--- src/rtl/uart_pkg.sv ---
// Shared UART definitions: default timing/framing constants, FSM state type
// and sizing helpers used by the TX serializer and the RX deserializer.
package uart_pkg;

   localparam int DEF_BITS_PER_WORD    = 8;
   localparam int DEF_CLOCKS_PER_PULSE = 2604;
   localparam int PACKET_SIZE_TX       = 13;

   typedef enum logic [0:0] {
      IDLE = 1'b0,
      SEND = 1'b1
   } uart_state_e;

   // Number of UART words carried by one parallel bus of w_bus bits.
   function automatic int n_words(input int w_bus, input int bits_per_word);
      return w_bus / bits_per_word;
   endfunction

   // Pad/stop bits that follow the data bits of one frame.
   function automatic int n_pad(input int packet_size, input int bits_per_word);
      return packet_size - bits_per_word - 1;
   endfunction

endpackage

--- src/rtl/uart_tx_serializer_if.sv ---
// Valid/ready result bus between the MVM core (master) and the UART TX
// serializer (slave).
interface uart_tx_serializer_if #(
   parameter int W_BUS = 16
) ();

   logic             s_valid;
   logic             s_ready;
   logic [W_BUS-1:0] s_data;

   modport master (
      output s_valid,
      output s_data,
      input  s_ready
   );

   modport slave (
      input  s_valid,
      input  s_data,
      output s_ready
   );

endinterface

--- src/rtl/uart_baud_tick.sv ---
// Bit-period timer: emits a one-cycle tick on the last cycle of every
// CLOCKS_PER_PULSE-cycle bit period while enabled; i_clear restarts the phase.
module uart_baud_tick
   import uart_pkg::*;
#(
   parameter int CLOCKS_PER_PULSE = DEF_CLOCKS_PER_PULSE
) (
   input  logic i_clk,
   input  logic i_rst,
   input  logic i_clear,
   input  logic i_en,
   output logic o_tick
);

   localparam int CW = (CLOCKS_PER_PULSE > 1) ? $clog2(CLOCKS_PER_PULSE) : 1;
   localparam logic [CW-1:0] CNT_LAST = CW'(CLOCKS_PER_PULSE - 1);

   logic [CW-1:0] r_cnt;
   logic          w_last;

   assign w_last = (r_cnt == CNT_LAST);
   assign o_tick = i_en && w_last && !i_clear;

   // Phase counter, reloaded to zero explicitly so it never wraps by overflow.
   always_ff @(posedge i_clk) begin
      if (i_rst || i_clear) begin
         r_cnt <= '0;
      end else if (i_en) begin
         if (w_last) begin
            r_cnt <= '0;
         end else begin
            r_cnt <= r_cnt + CW'(1);
         end
      end else begin
         r_cnt <= r_cnt;
      end
   end

endmodule

--- src/rtl/uart_tx_serializer.sv ---
// UART output stage: captures one parallel result over valid/ready and sends
// it as N_WORDS back-to-back UART frames, word 0 first, each word LSB-first.
module uart_tx_serializer
   import uart_pkg::*;
#(
   parameter int W_BUS            = 16,
   parameter int BITS_PER_WORD    = DEF_BITS_PER_WORD,
   parameter int PACKET_SIZE      = PACKET_SIZE_TX,
   parameter int CLOCKS_PER_PULSE = DEF_CLOCKS_PER_PULSE
) (
   input  logic                 i_clk,
   input  logic                 i_rst,
   uart_tx_serializer_if.slave  io_bus,
   output logic                 o_tx,
   output logic                 o_busy
);

   localparam int N_WORDS = n_words(W_BUS, BITS_PER_WORD);
   localparam int N_PAD   = n_pad(PACKET_SIZE, BITS_PER_WORD);
   localparam int N_BITS  = N_WORDS * PACKET_SIZE;
   localparam int BCW     = $clog2(N_BITS + 1);
   localparam logic [BCW-1:0] BC_LAST = BCW'(N_BITS - 1);

   if (((W_BUS % BITS_PER_WORD) != 0) || (N_PAD < 1)) begin : g_cfg_err
      $error("uart_tx_serializer: W_BUS must be a multiple of BITS_PER_WORD and PACKET_SIZE must leave >=1 pad bit");
   end

   uart_state_e       r_state;
   uart_state_e       w_state_nxt;
   logic              w_load;
   logic              w_shift;
   logic              w_done;
   logic              w_tick;
   logic              w_baud_en;
   logic [N_BITS-1:0] w_frame;
   logic [N_BITS-1:0] r_frame;
   logic [BCW-1:0]    r_bit_cnt;
   logic              r_tx;
   logic              r_busy;

   assign io_bus.s_ready = (r_state == IDLE) && !i_rst;
   assign w_baud_en      = (r_state == SEND);
   assign o_tx           = r_tx;
   assign o_busy         = r_busy;

   uart_baud_tick #(
      .CLOCKS_PER_PULSE (CLOCKS_PER_PULSE)
   ) u_baud (
      .i_clk   (i_clk),
      .i_rst   (i_rst),
      .i_clear (w_load),
      .i_en    (w_baud_en),
      .o_tick  (w_tick)
   );

   // Frame image for every word: start bit at the LSB end, data LSB-first, ones as pad.
   always_comb begin
      w_frame = '1;
      for (int i = 0; i < N_WORDS; i++) begin
         w_frame[i*PACKET_SIZE +: PACKET_SIZE] =
            {{N_PAD{1'b1}}, io_bus.s_data[i*BITS_PER_WORD +: BITS_PER_WORD], 1'b0};
      end
   end

   // Next-state and datapath strobes.
   always_comb begin
      w_state_nxt = r_state;
      w_load      = 1'b0;
      w_shift     = 1'b0;
      w_done      = 1'b0;
      case (r_state)
         IDLE: begin
            if (io_bus.s_valid && io_bus.s_ready) begin
               w_state_nxt = SEND;
               w_load      = 1'b1;
            end else begin
               w_state_nxt = IDLE;
            end
         end
         SEND: begin
            if (w_tick) begin
               if (r_bit_cnt == '0) begin
                  w_state_nxt = IDLE;
                  w_done      = 1'b1;
               end else begin
                  w_state_nxt = SEND;
                  w_shift     = 1'b1;
               end
            end else begin
               w_state_nxt = SEND;
            end
         end
         default: begin
            w_state_nxt = IDLE;
         end
      endcase
   end

   // State register.
   always_ff @(posedge i_clk) begin
      if (i_rst) begin
         r_state <= IDLE;
      end else begin
         r_state <= w_state_nxt;
      end
   end

   // Shift register refills with ones from the top so the line cannot drop after the last bit.
   always_ff @(posedge i_clk) begin
      if (i_rst) begin
         r_frame   <= '1;
         r_bit_cnt <= '0;
         r_tx      <= 1'b1;
         r_busy    <= 1'b0;
      end else if (w_load) begin
         r_frame   <= {1'b1, w_frame[N_BITS-1:1]};
         r_bit_cnt <= BC_LAST;
         r_tx      <= w_frame[0];
         r_busy    <= 1'b1;
      end else if (w_shift) begin
         r_frame   <= {1'b1, r_frame[N_BITS-1:1]};
         r_bit_cnt <= r_bit_cnt - BCW'(1);
         r_tx      <= r_frame[0];
         r_busy    <= 1'b1;
      end else if (w_done) begin
         r_frame   <= '1;
         r_bit_cnt <= '0;
         r_tx      <= 1'b1;
         r_busy    <= 1'b0;
      end else begin
         r_frame   <= r_frame;
         r_bit_cnt <= r_bit_cnt;
         r_tx      <= r_tx;
         r_busy    <= r_busy;
      end
   end

endmodule

--- src/flat_wrapper.sv ---
// flat-port wrapper written by rule: the top's interface ports become plain ports
module uart_tx_serializer_flat import uart_pkg::*;
#(
   parameter int W_BUS            = 16,
   parameter int BITS_PER_WORD    = DEF_BITS_PER_WORD,
   parameter int PACKET_SIZE      = PACKET_SIZE_TX,
   parameter int CLOCKS_PER_PULSE = DEF_CLOCKS_PER_PULSE
)
  (i_clk, i_rst, o_tx, o_busy, io_bus_s_valid, io_bus_s_data, io_bus_s_ready);
  uart_tx_serializer_if #(.W_BUS(W_BUS)) io_bus_i ();
  input  logic i_clk;
  input  logic i_rst;
  output logic o_tx;
  output logic o_busy;
  input wire logic [$bits(io_bus_i.s_valid)-1:0] io_bus_s_valid;
  input wire logic [$bits(io_bus_i.s_data)-1:0] io_bus_s_data;
  output wire logic [$bits(io_bus_i.s_ready)-1:0] io_bus_s_ready;
  assign io_bus_i.s_valid = io_bus_s_valid;
  assign io_bus_i.s_data = io_bus_s_data;
  assign io_bus_s_ready = io_bus_i.s_ready;
  uart_tx_serializer #(.W_BUS(W_BUS), .BITS_PER_WORD(BITS_PER_WORD), .PACKET_SIZE(PACKET_SIZE), .CLOCKS_PER_PULSE(CLOCKS_PER_PULSE)) u_core (.i_clk(i_clk), .i_rst(i_rst), .io_bus(io_bus_i), .o_tx(o_tx), .o_busy(o_busy));
endmodule
--- config.mk ---
export PLATFORM = sky130hd
export DESIGN_NAME = uart_tx_serializer_flat
export DESIGN_NICKNAME = d
export VERILOG_FILES = /design/src/rtl/uart_pkg.sv /design/src/rtl/uart_tx_serializer_if.sv /design/src/rtl/uart_baud_tick.sv /design/src/rtl/uart_tx_serializer.sv /design/src/flat_wrapper.sv
export SDC_FILE = /design/constraint.sdc
export NUM_CORES = 1
export LEC_CHECK = 0
export CORE_UTILIZATION = 39
export DETAILED_ROUTE_END_ITERATION = 12
export PLACE_DENSITY = 0.69
export SYNTH_ARGS = -nofsm -noshare
export SYNTH_HDL_FRONTEND = slang
export SYNTH_HIERARCHICAL = 1
export SYNTH_SLANG_ARGS = --single-unit
--- constraint.sdc ---
create_clock -name i_clk -period 2.5 [get_ports i_clk]
set_input_delay 0.5 -clock i_clk [delete_from_list [all_inputs] [get_ports i_clk]]
set_output_delay 0.5 -clock i_clk [all_outputs]
set_load 0.005 [all_outputs]
==> flow_summary.yaml <==
route:
  wl_per_cell_um: 12.6
  first_iter_violations: 63
  num_vias: 1492
  drt-pass1-iter-count: 4
  drc: 0
  finalWirelength_mm: 3.51
  ant_nets: 0
  drt-vias-per-instance: 5.37
timing:
  setup_ws_ps: 422
  final.setup.tns_ps: 0
  period_share_pct: 83.1
  setup_viol: 0
  hold_viol_final: 0
  finalMaxSlewViolations: 0
  fmax_mhz: 481
  fin_worst_skew_ps: 4.34
  rsz0062_at_grt: "no"
  period_needed_ps: 2080
  worst-slew-pin-transition_ps: 368
  slew_headroom_pct: 75.4
die:
  dieWidth_um: 70.0
  dieHeight_um: 70.0
  initial_utilization_pct: 41.1
  die_area_mm2: 0.00490
  ios: 22
  rows: 24
  core-area_mm2: 0.00438
cts:
  cts_tree: "yes"
  insertion_delay_ps: 290
  cts-buffers-inserted: 5
  cts_max_level: 2
  root_buffer: "clkbuf_8"
  cts_setup_buffers: 0
  cts_sinks: 41
  cts.path.max_buffers: 2
  cts_resized: 0
  cts.clk_slew.worst_paths_ps: 80
  cts_hold_buf: 0
power:
  vdd_ir_drop_max_mv: 0.350
  p_switching_w: 0.000310
  clkPwrFrac_pct: 39.3
  switching_share_pct: 22.3
  p_seq_share_pct: 50.6
  combinationalPowerShare_pct: 10.1
  p_leak_nw: 0.777
  power_density_mw_per_mm2: 638
  p_int_w: 0.00108
logic_synthesis:
  syn_area_per_cell_um2: 8.88
  syn_inst: 203
  synth_top_area_share_pct: 45.6
  ys_types: 40
  synthSimpleGateAreaFrac_pct: 23.8
  synth-seq-cells: 41
  synth_flop_cell: "dfxtp_1"
  synth_nets: 224
  yosys_warnings: 6
  synth-edff-count: 0
  synth.area.mux_share_pct: 1.11
  synth.largest_area_cell: "dfxtp_1"
  synth.area.top_cells: "dfxtp_1, a221oi_1, o21ai_0"
  yosysSeqAreaShare_pct: 45.6
  synth_top_family_by_area: "simple AND/OR/NAND/NOR gates"
  synth-compound-area-share_pct: 18.2
  synth_xor_area_share_pct: 5.35
  yosysMostFrequentCell: "dfxtp_1"
  yosys-top-cells-count: "dfxtp_1, nand2_1, nor2_1, o21ai_0, a221oi_1"
  netlist_area_mm2: 0.00180
  async_flop_share_pct: 0
  synth-adder-area-share_pct: 1.39
grt:
  grt.total_usage_pct: 15.3
  antenna_found_initial: 0
  grt_start_max_net_pins: 26
  gr-total-overflow: 0
  grt_pass1_wl_mm: 6.02
  grt_pass1_vias: 1320
layout:
  nFillCells: 426
  final_cells: 278
  finish.net_count: 246
  syn2layout_area_growth_pct: 20.9
  layout-drive-gt1-share_pct: 9.73
  final_core_util_pct: 49.7
  antenna_cells: 0
run:
  drv_cap: 0
placed_design:
  place_hpwl_mm: 2.26
  dp_slack_ps: 254
  place_congestion: 0.748
  io_buffers: 21
  place_inst: 270
critical_path:
  cp_max_fo: 5
  critical_path.endpoint_type: "register"
  setup.worst_path.class: "reg2reg"
  worst_r2r_path_depth: 7
  required_ps: 2720
  start_kind: "register"
  arrival_ps: 2300
hold_path:
  hold-path-cell-count: 2
  hold_class: "reg2reg"
outcome:
  status: "completed"
==> critical path, stage by stage, from the launching register on <==
cell,delay (ps)
dfxtp_1,410
ha_1,220
and4b_1,190
nand3_1,120
nor2_1,290
nand2_1,110
or4_1,500
a31oi_1,160
==> cells by family after synthesis <==
| family | count (synthesis) |
|---|---|
| adder cells (fa/ha/maj) | 2 |
| XOR/XNOR | 11 |
| flip-flops | 41 |
| AND/OR/NAND/NOR | 80 |
| AO/OA/AOI/OAI | 51 |
| multiplexers | 2 |
| buffers and inverters | 16 |
==> through the flow <==
step / power (W) / area [µm²] / hold WS [ps]
after detailed placement: 0.000859 / 2060 / 457
after global placement: 0.000858 / 2060 / 455
after global routing: 0.00145 / 2180 / 502
after floorplan: 0.000799 / 1800 / 439
final: 0.00139 / 2180 / 472
after CTS: 0.00140 / 2180 / 475
==> area by class of cell <==
cell class | count | area (µm²) | share of cell area [%]
multi-input cells | 146 | 898 | 41.2
inverters | 2 | 7.51 | 0.345
flip-flops and latches | 41 | 821 | 37.7
clock buffers | 7 | 86.3 | 3.96
well taps | 52 | 65.1 | 2.99
repair buffers | 29 | 270 | 12.4
clock inverters | 1 | 30.0 | 1.38
==> flip-flops by register name, indices dropped and copies added, names as in the netlist <==
| name | cells |
|---|---|
| u_core/o_busy | 1 |
| u_core/r_bit_cnt | 5 |
| u_core/u_baud/r_cnt | 12 |
| u_core/r_state | 1 |
| u_core/o_tx | 1 |
| u_core/r_frame | 21 |
==> layer usage <==
metal | global-route usage [%] | up-vias | share of wire, %
li1 | - | 772 | -
met1 | 19.1 | 693 | 51
met3 | 4.33 | 4 | 2.8
met4 | 6.00 | 0 | 0.85
met5 | 0 | - | 0
met2 | 24.8 | 23 | 46
==> power by group through the flow <==
| stage | sequential, W | clock, W | combinational, W |
|---|---|---|---|
| 2_1_floorplan | 0.000714 | 0 | 0.0000853 |
| 3_3_place_gp | 0.000718 | 0 | 0.000140 |
| 3_5_place_dp | 0.000718 | 0 | 0.000141 |
| 4_1_cts | 0.000703 | 0.000559 | 0.000142 |
| 5_1_grt | 0.000707 | 0.000589 | 0.000155 |
| 6_report | 0.000704 | 0.000546 | 0.000141 |
==> placed cells by master, fill, tap and decap left out, types with 3 or more instances in the layout <==
cell type,Yosys,routed
dfxtp_1,41,41
nor2_1,23,23
o21ai_0,23,23
nand2_1,23,23
clkdlybuf4s50_1,0,21
a221oi_1,15,15
buf_4,3,8
nor3_1,7,7
clkbuf_8,0,6
a21oi_1,6,6
xnor2_1,6,6
xor2_1,5,5
nand3_1,4,4
or3_1,3,3
nand4_1,3,3
==> path summary, 6_finish.rpt <==
path / startpoint / end / slack (ps)
worst max-delay path: u_core/u_baud/r_cnt[0] / u_core/r_bit_cnt[3] / 420
worst min-delay path: u_core/r_bit_cnt[1] / u_core/r_bit_cnt[1] / 470
worst max register to register: u_core/u_baud/r_cnt[0] / u_core/r_bit_cnt[3] / 420
worst min register to register: u_core/r_bit_cnt[1] / u_core/r_bit_cnt[1] / 470
No activity file was read; power rests on OpenSTA's default activity.
